===== config.mk =====
export PLATFORM = sky130hd
export DESIGN_NAME = alu_exec_ctrl_flat
export DESIGN_NICKNAME = d
export VERILOG_FILES = /design/src/rtl/alu_pkg.sv /design/src/rtl/alu_exec_ctrl_if.sv /design/src/rtl/alu_regfile.sv /design/src/rtl/alu_exec_ctrl.sv /design/src/flat_wrapper.sv
export SDC_FILE = /design/constraint.sdc
export NUM_CORES = 1
export LEC_CHECK = 0
export CORE_MARGIN = 4
export CORE_UTILIZATION = 56
export DETAILED_ROUTE_END_ITERATION = 12
export GPL_ROUTABILITY_DRIVEN = 1
export PLACE_DENSITY = 0.8
export RECOVER_POWER = 50
export SETUP_SLACK_MARGIN = 0.2
export SLEW_MARGIN = 20
export SYNTH_ARGS = -nofsm -noshare
export SYNTH_HDL_FRONTEND = slang
export SYNTH_HIERARCHICAL = 1
export SYNTH_SLANG_ARGS = --single-unit

===== constraint.sdc =====
create_clock -name clk -period 3.55 [get_ports clk]
set_clock_uncertainty 0.2 [all_clocks]
set_input_delay 0.71 -clock clk [delete_from_list [all_inputs] [get_ports clk]]
set_output_delay 0.71 -clock clk [all_outputs]
set_load 0.02 [all_outputs]

===== src/rtl/alu_pkg.sv =====
// Shared types for the ALU sequencing stage: opcodes, flag indices, FSM states.
// Optional build macro: ALU_EXEC_CTRL_BYPASS_EN (same-cycle load forwarding).
package alu_pkg;

  localparam int BW   = 16;
  localparam int NREG = 8;

  typedef enum logic [2:0] {
    OP_ADD   = 3'b000,
    OP_SUB   = 3'b001,
    OP_AND   = 3'b010,
    OP_OR    = 3'b011,
    OP_XOR   = 3'b100,
    OP_INC   = 3'b101,
    OP_PASSA = 3'b110,
    OP_PASSB = 3'b111
  } op_e;

  localparam int FLAG_OV  = 2;
  localparam int FLAG_NEG = 1;
  localparam int FLAG_Z   = 0;

  typedef enum logic [1:0] {
    S_IDLE = 2'b00,
    S_EXEC = 2'b01,
    S_WB   = 2'b10
  } state_e;

endpackage


===== src/rtl/alu_exec_ctrl_if.sv =====
// Instruction handshake bundle between an issuing source and alu_exec_ctrl.
// master = issuing source, slave = alu_exec_ctrl.
interface alu_exec_ctrl_if #(
  parameter int AW = 3
) ();

  logic          instr_valid;
  logic          instr_ready;
  logic [2:0]    instr_opcode;
  logic [AW-1:0] instr_dst;
  logic [AW-1:0] instr_src_a;
  logic [AW-1:0] instr_src_b;

  modport master (
    output instr_valid,
    output instr_opcode,
    output instr_dst,
    output instr_src_a,
    output instr_src_b,
    input  instr_ready
  );

  modport slave (
    input  instr_valid,
    input  instr_opcode,
    input  instr_dst,
    input  instr_src_a,
    input  instr_src_b,
    output instr_ready
  );

endinterface


===== src/rtl/alu_regfile.sv =====
// NREG x BW register file: one write port, three combinational reads.
// R0 reads as zero and ignores writes.
module alu_regfile #(
  parameter int BW   = 16,
  parameter int NREG = 8,
  parameter int AW   = $clog2(NREG)
) (
  input  logic          clk,
  input  logic          rst,
  input  logic          we,
  input  logic [AW-1:0] waddr,
  input  logic [BW-1:0] wdata,
  input  logic [AW-1:0] raddr_a,
  output logic [BW-1:0] rdata_a,
  input  logic [AW-1:0] raddr_b,
  output logic [BW-1:0] rdata_b,
  input  logic [AW-1:0] raddr_c,
  output logic [BW-1:0] rdata_c
);

  logic [BW-1:0] mem [NREG];

  always_ff @(posedge clk) begin
    if (rst) begin
      for (int i = 0; i < NREG; i++) begin
        mem[i] <= '0;
      end
    end else if (we && (waddr != '0)) begin
      mem[waddr] <= wdata;
    end
  end

  assign rdata_a = (raddr_a == '0) ? '0 : mem[raddr_a];
  assign rdata_b = (raddr_b == '0) ? '0 : mem[raddr_b];
  assign rdata_c = (raddr_c == '0) ? '0 : mem[raddr_c];

endmodule


===== src/rtl/alu_exec_ctrl.sv =====
// Serialized IDLE->EXEC->WB sequencer around an external combinational ALU.
// ALU_EXEC_CTRL_BYPASS_EN: forward a same-cycle load into operand capture.
module alu_exec_ctrl
  import alu_pkg::*;
#(
  parameter  int BW   = 16,
  parameter  int NREG = 8,
  localparam int AW   = $clog2(NREG)
) (
  input  logic           clk,
  input  logic           rst,
  alu_exec_ctrl_if.slave instr,
  input  logic           load_en,
  input  logic [AW-1:0]  load_addr,
  input  logic [BW-1:0]  load_data,
  output logic [BW-1:0]  alu_a,
  output logic [BW-1:0]  alu_b,
  output logic [2:0]     alu_opcode,
  input  logic [BW-1:0]  alu_out,
  input  logic [2:0]     alu_flags,
  output logic [2:0]     flags_q,
  output logic           done,
  input  logic [AW-1:0]  rd_addr,
  output logic [BW-1:0]  rd_data
);

  state_e        state;
  logic [BW-1:0] op_a;
  logic [BW-1:0] op_b;
  op_e           opcode_q;
  logic [AW-1:0] dst_q;
  logic [BW-1:0] result_q;
  logic [2:0]    flags_r;
  logic          done_r;
  logic          ready_r;

  logic          idle;
  logic          ld;
  logic          rf_we;
  logic [AW-1:0] rf_waddr;
  logic [BW-1:0] rf_wdata;
  logic [BW-1:0] rf_a;
  logic [BW-1:0] rf_b;
  logic [BW-1:0] cap_a;
  logic [BW-1:0] cap_b;

  assign idle = (state == S_IDLE);
  assign ld   = idle && load_en;

  // Loads only land in IDLE and write-back only in WB, so they never collide.
  always_comb begin
    rf_we    = 1'b0;
    rf_waddr = load_addr;
    rf_wdata = load_data;
    unique case (1'b1)
      (state == S_WB): begin
        rf_we    = 1'b1;
        rf_waddr = dst_q;
        rf_wdata = result_q;
      end
      ld: begin
        rf_we    = 1'b1;
      end
      default: ;
    endcase
  end

  alu_regfile #(
    .BW   (BW),
    .NREG (NREG),
    .AW   (AW)
  ) u_rf (
    .clk     (clk),
    .rst     (rst),
    .we      (rf_we),
    .waddr   (rf_waddr),
    .wdata   (rf_wdata),
    .raddr_a (instr.instr_src_a),
    .rdata_a (rf_a),
    .raddr_b (instr.instr_src_b),
    .rdata_b (rf_b),
    .raddr_c (rd_addr),
    .rdata_c (rd_data)
  );

`ifdef ALU_EXEC_CTRL_BYPASS_EN
  assign cap_a = (ld && (load_addr != '0) &&
                  (load_addr == instr.instr_src_a)) ? load_data : rf_a;
  assign cap_b = (ld && (load_addr != '0) &&
                  (load_addr == instr.instr_src_b)) ? load_data : rf_b;
`else
  assign cap_a = rf_a;
  assign cap_b = rf_b;
`endif

  always_ff @(posedge clk) begin
    if (rst) begin
      state    <= S_IDLE;
      ready_r  <= 1'b1;
      done_r   <= 1'b0;
      flags_r  <= '0;
      op_a     <= '0;
      op_b     <= '0;
      opcode_q <= OP_ADD;
      dst_q    <= '0;
      result_q <= '0;
    end else begin
      unique case (state)
        S_IDLE: begin
          done_r <= 1'b0;
          if (instr.instr_valid) begin
            op_a     <= cap_a;
            op_b     <= cap_b;
            opcode_q <= op_e'(instr.instr_opcode);
            dst_q    <= instr.instr_dst;
            ready_r  <= 1'b0;
            state    <= S_EXEC;
          end
        end
        S_EXEC: begin
          result_q <= alu_out;
          flags_r  <= alu_flags;
          done_r   <= 1'b1;
          state    <= S_WB;
        end
        S_WB: begin
          done_r  <= 1'b0;
          ready_r <= 1'b1;
          state   <= S_IDLE;
        end
        default: begin
          done_r  <= 1'b0;
          ready_r <= 1'b1;
          state   <= S_IDLE;
        end
      endcase
    end
  end

  assign instr.instr_ready = ready_r;
  assign alu_a             = op_a;
  assign alu_b             = op_b;
  assign alu_opcode        = opcode_q;
  assign flags_q           = flags_r;
  assign done              = done_r;

endmodule


===== src/flat_wrapper.sv =====
// flat-port wrapper written by rule: the top's interface ports become plain ports
module alu_exec_ctrl_flat import alu_pkg::*;
#(
  parameter  int BW   = 16,
  parameter  int NREG = 8,
  localparam int AW   = $clog2(NREG)
)
  (clk, rst, load_en, load_addr, load_data, alu_a, alu_b, alu_opcode, alu_out, alu_flags, flags_q, done, rd_addr, rd_data, instr_instr_valid, instr_instr_opcode, instr_instr_dst, instr_instr_src_a, instr_instr_src_b, instr_instr_ready);
  alu_exec_ctrl_if #(.AW((3))) instr_i ();
  input  logic clk;
  input  logic rst;
  input  logic load_en;
  input  logic [AW-1:0] load_addr;
  input  logic [BW-1:0] load_data;
  output logic [BW-1:0] alu_a;
  output logic [BW-1:0] alu_b;
  output logic [2:0] alu_opcode;
  input  logic [BW-1:0] alu_out;
  input  logic [2:0] alu_flags;
  output logic [2:0] flags_q;
  output logic done;
  input  logic [AW-1:0] rd_addr;
  output logic [BW-1:0] rd_data;
  input wire logic [$bits(instr_i.instr_valid)-1:0] instr_instr_valid;
  input wire logic [$bits(instr_i.instr_opcode)-1:0] instr_instr_opcode;
  input wire logic [$bits(instr_i.instr_dst)-1:0] instr_instr_dst;
  input wire logic [$bits(instr_i.instr_src_a)-1:0] instr_instr_src_a;
  input wire logic [$bits(instr_i.instr_src_b)-1:0] instr_instr_src_b;
  output wire logic [$bits(instr_i.instr_ready)-1:0] instr_instr_ready;
  assign instr_i.instr_valid = instr_instr_valid;
  assign instr_i.instr_opcode = instr_instr_opcode;
  assign instr_i.instr_dst = instr_instr_dst;
  assign instr_i.instr_src_a = instr_instr_src_a;
  assign instr_i.instr_src_b = instr_instr_src_b;
  assign instr_instr_ready = instr_i.instr_ready;
  alu_exec_ctrl #(.BW(BW), .NREG(NREG)) u_core (.clk(clk), .rst(rst), .instr(instr_i), .load_en(load_en), .load_addr(load_addr), .load_data(load_data), .alu_a(alu_a), .alu_b(alu_b), .alu_opcode(alu_opcode), .alu_out(alu_out), .alu_flags(alu_flags), .flags_q(flags_q), .done(done), .rd_addr(rd_addr), .rd_data(rd_data));
endmodule

# Yosys cells after proc, flatten, opt, wreduce, memory -nomap -nowiden
# Memory sizes are Yosys's and may differ from the RTL's.
# Cells that the tools add are included.
# classes
n_addsub	0
multipliers	0
div	0
n_lt_le_gt_ge	0
n_eq_ne	3
shift	0
muxes	19
n_bitwise	1
n_reduce_logical	11
# op_table
operator	n
$mux W16	5
$reduce_or A16 Y1	1
$logic_not A3 Y1	3
$mux W1	9
$mux W3	2
$pmux W2 S2	1
$reduce_and A2 Y1	2
$reduce_bool A3 Y1	1
$eq A2 B1 Y1 const B	1
$eq A2 B2 Y1 const B	1
$logic_and A1 B1 Y1	2
$logic_not A2 Y1	1
$mux W2	1
$ne A2 B2 Y1 const B	1
$pmux W1 S2	1
$reduce_or A2 Y1	1
$not A1 Y1	1
# totals
register_bits	61
latchBits	0
ram_bits	128
rom_bits	0
inputBits	57
out_inout_bits	56
wordCells	44
mem_count	1
# memory_table
name	words	width	rd	rd_ports_with_merged_regs	write_ports	line_no	text
u_core.u_rf.mem	8	16	3	0	8	alu_regfile.sv:21	logic [BW-1:0] mem [NREG];

# Longest topological paths before layout
# logic_depth
word_depth	10
ltp_mapped	8

# Modules after synthesis
# The synthesis kept the hierarchy.
# by_module_without_submodules
mod	instances	cells_per_inst	area_each_um2	seq_area_each_um2
alu_regfile	1	570	7174.4	3363.2
alu_exec_ctrl	1	284	2346.0	1221.2

# Worst setup path before layout
# Ideal clock, no wire load.
# synth_timing
path_kind	input -> output
start	input port rd_addr[1]
end	output port rd_data[11]
arrival_ns	1.915
required_time_ns	2.640
setup_slack_ns	0.725
cell_stages	6
n_path_buf	3
cell_sequence	buf_2 nor2b_1 buf_2 buf_6 a221oi_1 a311oi_1
# synth_via
elab_chain_len	2
word_cells_on_any_way	3
classes_between	1 x mux; 1 x reduce/logical; 1 x memory
# synth_rtl
element	line_no	text
start: declaration	flat_wrapper.sv:22	input logic [AW-1:0] rd_addr;
$mem_v2 Z8 W16 or $logic_not A3 Y1 (tied branches)	-	
$mux W16 (*)	alu_regfile.sv:35	assign rdata_c = (raddr_c == '0) ? '0 : mem[raddr_c];
end: declaration	flat_wrapper.sv:23	output logic [BW-1:0] rd_data;
# Mark *: on every way between the ends. The rest lies on a longest branch, timed or not.

# Final worst setup path
# layout_timing
start	input port rd_addr[0]
end	output port rd_data[11]
# Same word-level chain as after synthesis.

==> summary.md <==
| Metric | Value |
|---|---|
| Status | finished, violations left |
| Failing checks | capacitance limit, slew limit |
| Maximum vdd ir drop | 0.3595 mV |
| Starting density of the core | 57.21% |
| Global Route Usage Sum | 26.69% |
| Comb power frac | 15.7% |
| CTS tree | done |
| Routed Antenna Nets | 0 |
| Sw frac | 25.60% |
| Main synth FF type | edfxtp_1 |
| PD cells | 444.3 nW/um^2 |
| Synthesized cell area | 9520 sq um |
| RSZ-0062 raised after global routing | false |
| Layout cell share with drive strength beyond 1 | 13.49% |
| Crit path DAT | 2.38 ns |
| Synth async-reset ratio | 0% |
| Max stage delay on crit path | 0.48 ns |
| Worst EP required | 2.64 ns |
| Synth cell types | 36 |
| Sink Count | 173 |
| Final Cycle Share | 92.64% |
| Flop pwr share | 46.1% |
| Critical Path Start | rd_addr[0] |
| Final instance area | 11330 sq um |
| Reg-to-reg endpoint | u_core/u_rf/mem[1][11]$_SDFFCE_PN0P_ |
| Post-synth EDFFs | 112 |
| Initial antenna violation count | 0 |
| Nets | 1008 |
| Ys Warns | 6 |
| Die boundary width | 138.4 um |
| Ant diodes | 0 |
| Slew headroom | -9.210% |
| Yosys top cell area share | 35.33% |
| CP Max Fanout | 9 |
| Mux cell area share after synthesis | 16.34% |
| Final Setup Violations | 0 |
| Slowest library cell on the worst path | clkdlybuf4s50_1 |
| Post-layout min period | 3.289 ns |
| Register area share after synthesis | 48.15% |
| Worst reg2reg path startpoint | u_core/state[0]$_SDFFE_PP0P_ |
| Pleak | 4.374 nW |
| IO Count | 113 |
| Dpl cell area | 10790 sq um |
| Gr ovfl total | 0 |
| Count leader, synth | nand2_1 |
| Mapped Nets | 911 |
| Synth Area in Simple Gates | 16.06% |
| Max_cap viols | 1 |
| Clk pwr share | 38.3% |
| Worst slew pin tran | 1.638 ns |
| Setup Buffers After CTS | 0 |
| H-tree depth | 4 |
| Worst-path clk slew | 0.06 ns |
| Setup CP Type | in2out |
| Post-synth top cells | nand2_1, and2_1, edfxtp_1, mux2i_1, a221oi_1 |
| FF-to-FF path depth | 6 |
| XOR/XNOR Fraction of Synth Area | 0% |
| Drt pass-1 iters | 5 |
| WP buf/inv | 3 |
| CP startpoint kind | input pin |
| Final hold violation count | 0 |
| Number of global-route vias before repair | 7045 |
| Hold_buf cts | 0 |
| Internal cell power | 3.745 mW |
| Clk root buf | clkbuf_16 |
| Die Y | 138.4 um |
| Placement row count | 47 |
| PortBufs | 112 |
| DRC | 0 |
| Hold Crit Class | reg2reg |
| Total CTS buffers | 17 |
| Top delay family on crit path | buffers and inverters |
| Routed len/inst | 22.10 um |
| Vias | 7332 |
| Post-DP HPWL | 17510 um |
| Synth Area in Adders | 0% |
| Largest net degree at the start of global routing | 39 |
| WHS | 0.2491 ns |
| CP Cell Sequence | clkdlybuf4s50_1, nor2b_1, buf_4, a221oi_1, a311oi_1, dlygate4sd2_1 |
| Dominant cells by area after synthesis | edfxtp_1, dfxtp_1, mux2i_1 |
| Setup slack after layout | 0.2614 ns |
| Synthesized instance count | 854 |
| Largest family of logic cells by synthesized area | multiplexers |
| GP Congestion | 0.9092 |
| Die area | 19150 sq um |
| Yosys reg bits | 173 |
| Worst skew pair latency | 0.42 ns |
| Initial DRC Count | 610 |
| Worst reg2reg setup slack | 0.26 ns |
| DR vias/cell | 6.193 |
| Synth Area in Compound Gates | 14.08% |
| Levels on crit path | 6 |
| P&R area growth vs syn | 18.98% |
| Clk buf depth | 2 |
| First-pass GRT wire length | 39970 um |
| Worst Setup EP | rd_data[11] |
| Mapped Avg Cell Area | 11.15 sq um |
| Final WL | 26170 um |
| Total net switching power | 1.288 mW |
| Critical Path Sink Type | primary output |
| Pre-CTS setup slack | -0.04943 ns |
| Max frequency | 304.1 MHz |
| Slew Viols, Final | 35 |
| Core area | 16640 sq um |
| Yosys top cell by area | edfxtp_1 |
==> area by class of cell <==
cell class / count / area (sq um)
Fill cell: 1318 / 5315
Sequential cell: 173 / 4584
Multi-Input combinational cell: 603 / 4408
Timing Repair Buffer: 154 / 1448
Clock buffer: 18 / 429.2
Tap cell: 220 / 275.3
Clock inverter: 14 / 175.2
Inverter: 2 / 7.507
==> worst min-delay path by stage <==
stage,startpoint,to,slack [ns],depth (start not counted)
after detailed placement,u_core/result_q[3]$_SDFFE_PP0P_,u_core/result_q[3]$_SDFFE_PP0P_,0.24,2
after global placement,u_core/dst_q[0]$_SDFFE_PP0P_,u_core/dst_q[0]$_SDFFE_PP0P_,0.24,2
after floorplan,u_core/dst_q[0]$_SDFFE_PP0P_,u_core/dst_q[0]$_SDFFE_PP0P_,0.23,2
after CTS,u_core/result_q[3]$_SDFFE_PP0P_,u_core/result_q[3]$_SDFFE_PP0P_,0.25,2
final,u_core/alu_a[6]$_SDFFE_PP0P_,u_core/alu_a[6]$_SDFFE_PP0P_,0.25,2
after global routing,u_core/flags_q[0]$_SDFFE_PP0P_,u_core/flags_q[0]$_SDFFE_PP0P_,0.27,2
==> through the flow <==
stage               cells  power, mW  utilization, %  TNS (ns)
global route         1184      5.195           68.06         0
floorplan             854      2.845               -         0
CTS                  1184      5.054           68.33         0
detailed placement   1152      3.167           64.82   -0.1924
global placement     1152      3.155           64.82  -0.09722
finish               1184      5.033           68.06         0
==> per-layer routing <==
layer | share of wire [%] | vias up | global-route usage (%)
met5 | 0 | - | 0
met4 | 2.9 | 0 | 9.672
met3 | 9.0 | 58 | 5.283
met2 | 47 | 377 | 43.06
met1 | 41 | 3524 | 36.05
li1 | - | 3373 | -
==> sequential cells by signal (all words and copies together), names as in the netlist <==
signal and count:
u_core/alu_opcode 3, u_core/result_q 16, u_core/dst_q 3, u_core/alu_b 16, u_core/instr.instr_ready 1, u_core/state 2, u_core/flags_q 3, u_core/u_rf/mem 112
u_core/alu_a 16, u_core/done 1
==> logic make-up (layout without fill, tap and decap cells) <==
logic type / Yosys count / after routing
buffers and inverters: 78 / 188
muxes: 147 / 147
AOI/OAI and AO/OA: 172 / 172
and+or+nand+nor: 284 / 284
DFF: 173 / 173
==> cells in the final DEF (no fill, tap or decap), types with 20 or more instances in the layout <==
cell             count
a21oi_1             59
a221oi_1            62
and2_0              32
and2_1              82
buf_4               29
clkdlybuf4s50_1     51
dfxtp_1             61
dlygate4sd3_1       41
edfxtp_1           112
mux2_1              38
mux2_2              29
mux2i_1             80
nand2_1            117
nor2b_1             20
==> repair_timing <==
item / 4_1_cts / 5_1_grt
setup endpoints to repair: 16 / 2
endpoints found under the hold margin: 0 / 0
pin swaps: 0 / 0
gates resized for setup: 16 / 3
==> worst reg2reg max path: stages (launching register included) <==
cell      delay, ns
dfxtp_1        0.42
nand2b_1       0.16
clkbuf_1       0.76
mux2_1         0.45
nor3_1         0.31
clkbuf_1       0.62
and2_0         0.23
==> power by group through the flow <==
stage               Combinational [mW]  Clock [mW]  Sequential, mW
finish                           0.790        1.93            2.32
floorplan                        0.469           0            2.38
global route                     0.840        2.03            2.33
CTS                              0.797        1.94            2.32
detailed placement               0.806           0            2.36
global placement                 0.799           0            2.36
No activity file was read; power rests on OpenSTA's default activity.
